**src/rtl/picorv_bus_pkg.sv**
```systemverilog
// Shared types for the PicoRV32 two-master bus arbiter: FSM states,
// master index and the default read data returned on a watchdog abort.
package picorv_bus_pkg;

  typedef enum logic [1:0] {
    ST_IDLE    = 2'd0,
    ST_BUSY    = 2'd1,
    ST_RECOVER = 2'd2
  } arb_state_t;

  typedef enum logic {
    MST_M0 = 1'b0,
    MST_M1 = 1'b1
  } master_idx_t;

  localparam logic [31:0] ERR_RDATA_DEFAULT = 32'hDEAD_BEEF;

  // One-hot grant vector for a master index (bit0 = m0, bit1 = m1).
  function automatic logic [1:0] grant_onehot(input master_idx_t m);
    return (m == MST_M1) ? 2'b10 : 2'b01;
  endfunction

endpackage

```
**src/rtl/picorv_arb_watchdog.sv**
```systemverilog
// Bus watchdog: counts cycles while run is high, restarts on clear and
// flags expired once the count has reached TIMEOUT (saturating).
module picorv_arb_watchdog #(
  parameter int unsigned TIMEOUT = 255
) (
  input  logic clk,
  input  logic resetn,
  input  logic clear,
  input  logic run,
  output logic expired
);

  localparam logic [15:0] LIMIT = 16'(TIMEOUT);

  logic [15:0] count;

  // Stall counter; holds at the limit so expired stays asserted until cleared.
  always_ff @(posedge clk) begin
    if (!resetn) begin
      count <= '0;
    end else if (clear) begin
      count <= '0;
    end else if (run && (count != LIMIT)) begin
      count <= count + 16'd1;
    end
  end

  assign expired = (count == LIMIT);

endmodule

```
**src/rtl/picorv_bus_arbiter.sv**
```systemverilog
// Two-master round-robin arbiter in front of a shared PicoRV32-style memory.
// Optional bus watchdog enabled by defining PICORV_ARB_TIMEOUT_EN.
module picorv_bus_arbiter
  import picorv_bus_pkg::*;
#(
  parameter int unsigned TIMEOUT   = 255,
  parameter logic [31:0] ERR_RDATA = ERR_RDATA_DEFAULT
) (
  input  logic        clk,
  input  logic        resetn,
  input  logic        m0_mem_valid,
  input  logic        m0_mem_instr,
  input  logic [31:0] m0_mem_addr,
  input  logic [31:0] m0_mem_wdata,
  input  logic [3:0]  m0_mem_wstrb,
  output logic        m0_mem_ready,
  output logic [31:0] m0_mem_rdata,
  input  logic        m1_mem_valid,
  input  logic        m1_mem_instr,
  input  logic [31:0] m1_mem_addr,
  input  logic [31:0] m1_mem_wdata,
  input  logic [3:0]  m1_mem_wstrb,
  output logic        m1_mem_ready,
  output logic [31:0] m1_mem_rdata,
  output logic        s_mem_valid,
  output logic        s_mem_instr,
  output logic [31:0] s_mem_addr,
  output logic [31:0] s_mem_wdata,
  output logic [3:0]  s_mem_wstrb,
  input  logic        s_mem_ready,
  input  logic [31:0] s_mem_rdata,
  output logic [1:0]  grant,
  output logic        timeout_err
);

  arb_state_t  state, state_nxt;
  logic [1:0]  grant_q, grant_nxt;
  master_idx_t last_q, last_nxt;
  master_idx_t winner;
  master_idx_t owner;
  logic        any_req;
  logic        busy;
  logic        abort;
  logic        done;

  assign any_req = m0_mem_valid | m1_mem_valid;
  assign busy    = (state == ST_BUSY);
  assign owner   = grant_q[1] ? MST_M1 : MST_M0;

`ifdef PICORV_ARB_TIMEOUT_EN
  logic wd_expired;

  picorv_arb_watchdog #(
    .TIMEOUT(TIMEOUT)
  ) u_watchdog (
    .clk    (clk),
    .resetn (resetn),
    .clear  ((state == ST_IDLE) && any_req),
    .run    (busy && !s_mem_ready),
    .expired(wd_expired)
  );

  // A real ready in the expiry cycle wins over the abort.
  assign abort = busy && wd_expired && !s_mem_ready;

  // Sticky abort flag, cleared only by reset.
  always_ff @(posedge clk) begin
    if (!resetn) begin
      timeout_err <= 1'b0;
    end else if (abort) begin
      timeout_err <= 1'b1;
    end
  end
`else
  logic unused_cfg;

  assign unused_cfg  = ^16'(TIMEOUT);
  assign abort       = 1'b0;
  assign timeout_err = 1'b0;
`endif

  assign done = busy && (s_mem_ready || abort);

  // Round-robin pick: with both requesting, the one not served last wins.
  always_comb begin
    winner = MST_M1;
    if (m0_mem_valid && m1_mem_valid) begin
      winner = (last_q == MST_M1) ? MST_M0 : MST_M1;
    end else if (m0_mem_valid) begin
      winner = MST_M0;
    end
  end

  // Arbitration state register.
  always_ff @(posedge clk) begin
    if (!resetn) begin
      state   <= ST_IDLE;
      grant_q <= '0;
      last_q  <= MST_M1;
    end else begin
      state   <= state_nxt;
      grant_q <= grant_nxt;
      last_q  <= last_nxt;
    end
  end

  // Next-state: grant in IDLE, release on completion, one RECOVER cycle.
  always_comb begin
    state_nxt = state;
    grant_nxt = grant_q;
    last_nxt  = last_q;
    unique case (state)
      ST_IDLE: begin
        if (any_req) begin
          grant_nxt = grant_onehot(winner);
          state_nxt = ST_BUSY;
        end
      end
      ST_BUSY: begin
        if (done) begin
          last_nxt  = owner;
          grant_nxt = '0;
          state_nxt = ST_RECOVER;
        end
      end
      ST_RECOVER: begin
        state_nxt = ST_IDLE;
      end
      default: begin
        state_nxt = ST_IDLE;
        grant_nxt = '0;
      end
    endcase
  end

  // Bus mux toward memory and ready/rdata steering back to the masters.
  always_comb begin
    s_mem_valid  = 1'b0;
    s_mem_instr  = 1'b0;
    s_mem_addr   = '0;
    s_mem_wdata  = '0;
    s_mem_wstrb  = '0;
    m0_mem_ready = 1'b0;
    m1_mem_ready = 1'b0;
    m0_mem_rdata = s_mem_rdata;
    m1_mem_rdata = s_mem_rdata;
    if (resetn && busy) begin
      if (owner == MST_M1) begin
        s_mem_valid = m1_mem_valid;
        s_mem_instr = m1_mem_instr;
        s_mem_addr  = m1_mem_addr;
        s_mem_wdata = m1_mem_wdata;
        s_mem_wstrb = m1_mem_wstrb;
      end else begin
        s_mem_valid = m0_mem_valid;
        s_mem_instr = m0_mem_instr;
        s_mem_addr  = m0_mem_addr;
        s_mem_wdata = m0_mem_wdata;
        s_mem_wstrb = m0_mem_wstrb;
      end
      if (abort) begin
        s_mem_valid = 1'b0;
      end
      m0_mem_ready = done && grant_q[0];
      m1_mem_ready = done && grant_q[1];
      if (abort && grant_q[0]) m0_mem_rdata = ERR_RDATA;
      if (abort && grant_q[1]) m1_mem_rdata = ERR_RDATA;
    end
  end

  assign grant = grant_q;

endmodule

```
**config.mk**
```make
export PLATFORM = sky130hd
export DESIGN_NAME = picorv_bus_arbiter
export DESIGN_NICKNAME = d
export VERILOG_FILES = /design/src/rtl/picorv_bus_pkg.sv /design/src/rtl/picorv_arb_watchdog.sv /design/src/rtl/picorv_bus_arbiter.sv
export SDC_FILE = /design/constraint.sdc
export NUM_CORES = 1
export LEC_CHECK = 0
export ABC_AREA = 1
export CORE_AREA = 2 2 121 123
export DETAILED_ROUTE_END_ITERATION = 6
export DIE_AREA = 0 0 123 125
export MAX_ROUTING_LAYER = met4
export PLACE_DENSITY = 0.6
export SYNTH_ARGS = -nofsm -noshare
export SYNTH_HDL_FRONTEND = slang
export SYNTH_SLANG_ARGS = --single-unit
export TNS_END_PERCENT = 5
```
**constraint.sdc**
```tcl
create_clock -name clk -period 1.4 [get_ports clk]
set_clock_uncertainty 0.1 [all_clocks]
set_input_delay 0.28 -clock clk [delete_from_list [all_inputs] [get_ports clk]]
set_output_delay 0.28 -clock clk [all_outputs]
set_load 0.02 [all_outputs]
```
==> results.md, run 1 <==
* Row Count at 44
* Die X at 123 um
* DP HPWL at 7.14 mm
* Gpl congestion at 0.763
* Vias in the first global route at 2690
* Total global routing overflow at 0
* Cell Area, Synth at 1980 um^2
* Cells after synthesis at 333
* Die Y at 125 um
* CTS Hold Bufs at 0
* Port bufs at 216
* H-tree depth at 1
* Largest net degree at the start of global routing at 36
* Sequential share of the synthesized area at 5.05%
* Root Buffer: clkbuf_16
* I/O pin total at 314
* First error: [ERROR DRT-0255] Maze Route cannot find path of net s_mem_rdata[26] in worker of routeBox ( 96600 0 ) ( 123000 48300 ).
* First-pass GRT wire length at 13.9 mm
* Syn Area/Cell at 5.95 um^2
* Total CTS buffers at 3
* Clock sink count at 5
* Fail Step: detailed routing
* Flops & latches, synth at 5
* Yosys cell types at 16
* Grt repair worst endpoint: s_mem_addr[26]
* Worst endpoint pin kind: top-level output
* Status: aborted with a tool error
* Ys Warns at 0
* Initial core utilization at 13.9%
* Bufs on Longest Clock Path at 2
* Initial antenna violation count at 0
* GRT Resource Usage Total at 11.8%
* Syn nets at 508
cells in the mapped netlist:
cell	count	share of area, %
nand2_1	145	27
buf_4	67	25
a21oi_2	60	27
buf_2	16	4.0
a21oi_1	11	2.8
buf_6	6	3.4
nor2_1	6	1.1
dfxtp_1	5	5.1
inv_1	5	0.95
nand3_1	4	1.0
nand4_1	2	0.63
o21ai_0	2	0.51
conb_1	1	0.19
inv_2	1	0.19
nor3b_1	1	0.38
o22ai_1	1	0.32
timing repair:
| action | 4_1_cts | 5_1_grt |
|---|---|---|
| cloned | 6 | 1 |
| endpoints found under the setup margin | 74 | 74 |
| gates resized for setup | 344 | 87 |
| buffers inserted | 6 | 3 |
| pin swaps | 1 | 6 |
routing by layer:
layer and global-route usage (%):
met1 13.0, met2 21.0, met3 2.60, met4 3.68
met5 -
through the flow:
stage	hold slack [ns]	instances	cell area, um^2	setup WS (ns)
after detailed placement	0.361	664	3950	-0.922
after floorplan	0.265	333	1990	-0.0760
after CTS	0.370	680	4260	-0.502
after global placement	0.353	664	3950	-0.911
after global routing	0.397	681	4290	-0.389
cell families after synthesis:
| logic type | Yosys count | synth area share, % |
|---|---|---|
| AOI/OAI and AO/OA | 74 | 30.1 |
| buffers and inverters | 95 | 34.0 |
| DFF | 5 | 5.05 |
| and+or+nand+nor | 158 | 30.6 |
| other | 1 | 0.189 |
==> run 2, diff against run 1 <==
- MAX_ROUTING_LAYER: met4 -> unset
- PLACE_DENSITY: 0.6 -> unset
- PLACE_DENSITY_LB_ADDON: unset -> 0.15
==> run 2 against run 1 <==
  * The flow now finishes, with violations (negative setup slack)
  * Global-route usage is 0.95 points lower
  * Synthesized cell count stayed put
  * Synthesized area stayed put
==> results.md, run 2 <==
* Status: finished, violations left
* Failing checks: negative setup slack
* Arrival @ worst endpoint at 1.33 ns
* Final wirelength at 9.87 mm
* Clock sink count at 5 (unchanged)
* Initial antenna violation count at 0 (unchanged)
* Initial core utilization at 13.9% (unchanged)
* DP HPWL at 6.59 mm (-7.6%)
* Cell accounting for the most synthesized area: nand2_1
* R2r startpoint: state[1]
* Most frequent cell after synthesis: nand2_1
* Diodes inserted at 0
* Unrepaired setup endpoints after global routing: yes
* Dpl ws at -0.939 ns (-0.0177 ns)
* Bufs on Longest Clock Path at 2 (unchanged)
* Largest net degree at the start of global routing at 43 (+19%)
* Die Y at 125 um (unchanged)
* R2R Path End: state[0]
* CTS tree: done
* Sequential share of the synthesized area at 5.05% (unchanged)
* Max frequency at 585 MHz
* Syn Area/Cell at 5.95 um^2 (unchanged)
* Worst path slowest cell: dfxtp_2
* Final worst slack at -0.308 ns
* Busiest grt layer: met2
* Worst VDD drop at 0.358 mV
* GRT Resource Usage Total at 10.9% (-0.95 points)
* Final hold violation count at 0
* Post-placement cell area at 3940 um^2 (-0.25%)
* Number of synthesized flops with an enable pin at 0 (unchanged)
* Violation count after the first detailed-route iteration at 71
* Port bufs at 216 (unchanged)
* CP Capture Point: s_mem_wdata[31]
* First-pass GRT wire length at 13.3 mm (-4.1%)
* Vias at 2639
* Clock power share at 21.3%
* Wirelength per Cell at 14.7 um
* Total global routing overflow at 0 (unchanged)
* Final Total Pwr at 2.25 mW
* Die X at 123 um (unchanged)
* Sw frac at 39.0%
* Post-route ant nets at 0
* I/O pin total at 314 (unchanged)
* Reg power frac at 7.7%
* Root Buffer: clkbuf_16
* H-tree depth at 1 (unchanged)
* Flops & latches, synth at 5 (unchanged)
* DIE AREA at 15400 um^2
* First drt pass iteration count at 4
* Syn nets at 508 (unchanged)
* Min-Delay Path Class: reg -> reg
* Vias/cell at 3.92
* Met2 Use GR at 20.0% (-0.94 points)
* Crit-path cells: inv_2, nand3_4, buf_12, clkbuf_16, a21oi_2, buf_6
* Register-to-Register Path Depth at 4
* Vias in the first global route at 2599 (-3.4%)
* Gpl congestion at 0.792 (+3.9%)
* # setup viols final at 72
* DRC viols at 0
* Share of cells above drive strength 1 at 36.0%
* Row Count at 44 (unchanged)
* Design Area, Final at 4300 um^2
* Commonest non-fill, non-tap cells in the layout: 145 x nand2_1, 141 x clkdlybuf4s50_1, 54 x a21oi_2
* Max-Cap Viols at 0
* Core ar. at 14200 um^2
* Ys Warns at 0 (unchanged)
* Critical Path Max Stage Delay at 0.31 ns
* Main area contributors after synthesis: nand2_1 27%, a21oi_2 27%, buf_4 25%
* Slew Viols, Final at 0
* # nets final at 665
* P per Cell Area at 522 nW/um^2
* CP required at 1.02 ns
* Lkg Pwr at 1.76 nW
* Met1 Usage GRT at 12.3% (-0.69 points)
* Commonest non-fill, non-tap cell in the layout: nand2_1
* Yosys cell types at 16 (unchanged)
* Synth Flop Type: dfxtp_1
* CP Max Fanout at 10
* Placed insts at 661 (-0.45%)
* CTS Hold Bufs at 0 (unchanged)
* Most frequent cells after synthesis: 145 x nand2_1, 67 x buf_4, 60 x a21oi_2, 16 x buf_2, 11 x a21oi_1
* Worst setup startpoint: state[1]
* Clock transition at the registers of the reported paths at 0.03 ns
* Post-synthesis async set-or-reset flop share at 0% (unchanged)
* Worst-Skew Late Latency at 0.23 ns
* Fin crit period at 1.71 ns
* Cells after synthesis at 333 (unchanged)
* Int Power at 1.37 mW
* Top cell type's share of synthesized area at 27.5% (unchanged)
* Comb pwr share at 70.9%
* Post-route insts no fill at 673
* Setup_tns at -20.06 ns
* Final worst path period share at 122%
* Crit. End Element: output port
* Total CTS buffers at 3 (unchanged)
* R2R Setup Slk at 0.24 ns
* Cell Area, Synth at 1980 um^2 (unchanged)
* Core Util, Final at 30.3%
* CP startpoint kind: flip-flop
* Net load switching power at 878 uW
* Area growth syn-to-layout at 117%
* Met3 Use GR at 2.01% (-0.59 points)
* Hold WS at 0.380 ns
* Setup CP Type: reg -> out
## run 2: cell counts after synthesis
Identical to the previous run, type by type.
## run 2: cell type report
| class | count | area (um^2) |
|---|---|---|
| Multi-Input combinational cell | 233 | 1350 |
| Clock buffer | 4 | 78.8 |
| Fill cell | 1559 | 9900 |
| Inverter | 6 | 25.0 |
| Sequential cell | 5 | 106 |
| Timing Repair Buffer | 241 | 2510 |
| Tap cell | 184 | 230 |
## run 2: power by group through the flow
stage | logic [mW] | clock network (mW) | registers (mW)
after floorplan | 0.908 | 0 | 0.170
after global placement | 1.41 | 0 | 0.173
after detailed placement | 1.42 | 0 | 0.174
after CTS | 1.46 | 0.485 | 0.172
after global routing | 1.71 | 0.495 | 0.176
final | 1.60 | 0.479 | 0.174
## run 2: routing by layer
layer,vias to the layer above,part of all wire [%]
li1,1304,-
met1,1179,40
met2,129,49
met3,27,9.2
met4,0,2.4
met5,-,0
## run 2: cell families (layout without fill, tap and decap cells)
| family | count (synthesis) | in the layout | synth area share, % |
|---|---|---|---|
| other | 1 | 1 | 0.189 |
| DFF | 5 | 5 | 5.05 |
| buffers and inverters | 95 | 251 | 34.0 |
| AOI/OAI and AO/OA | 74 | 74 | 30.1 |
| and+or+nand+nor | 158 | 158 | 30.6 |
## run 2: worst max-delay path: cells and delay by family, from the launching register on
family / cells / cell delay (ns)
AO/OA/AOI/OAI: 1 / 0.12
AND/OR/NAND/NOR: 1 / 0.10
buffers and inverters: 4 / 0.55
flip-flops: 1 / 0.31
## run 2: worst min-delay path by stage
| stage | from | endpoint | slack, ns | cells after the start |
|---|---|---|---|---|
| floorplan | resetn | last_q | 0.26 | 1 |
| global placement | last_q | last_q | 0.36 | 2 |
| detailed placement | last_q | last_q | 0.37 | 2 |
| CTS | last_q | last_q | 0.38 | 2 |
| global route | last_q | last_q | 0.42 | 2 |
| finish | last_q | last_q | 0.38 | 2 |
## run 2: timing repair
action,4_1_cts,5_1_grt
setup endpoints to repair,74,75
cloned,2,5
hold endpoints to repair,0,0
pin swaps,2,1
setup buffers,1,0
resized for setup,390,43
Note: power is estimated with default switching activity, not from simulation.
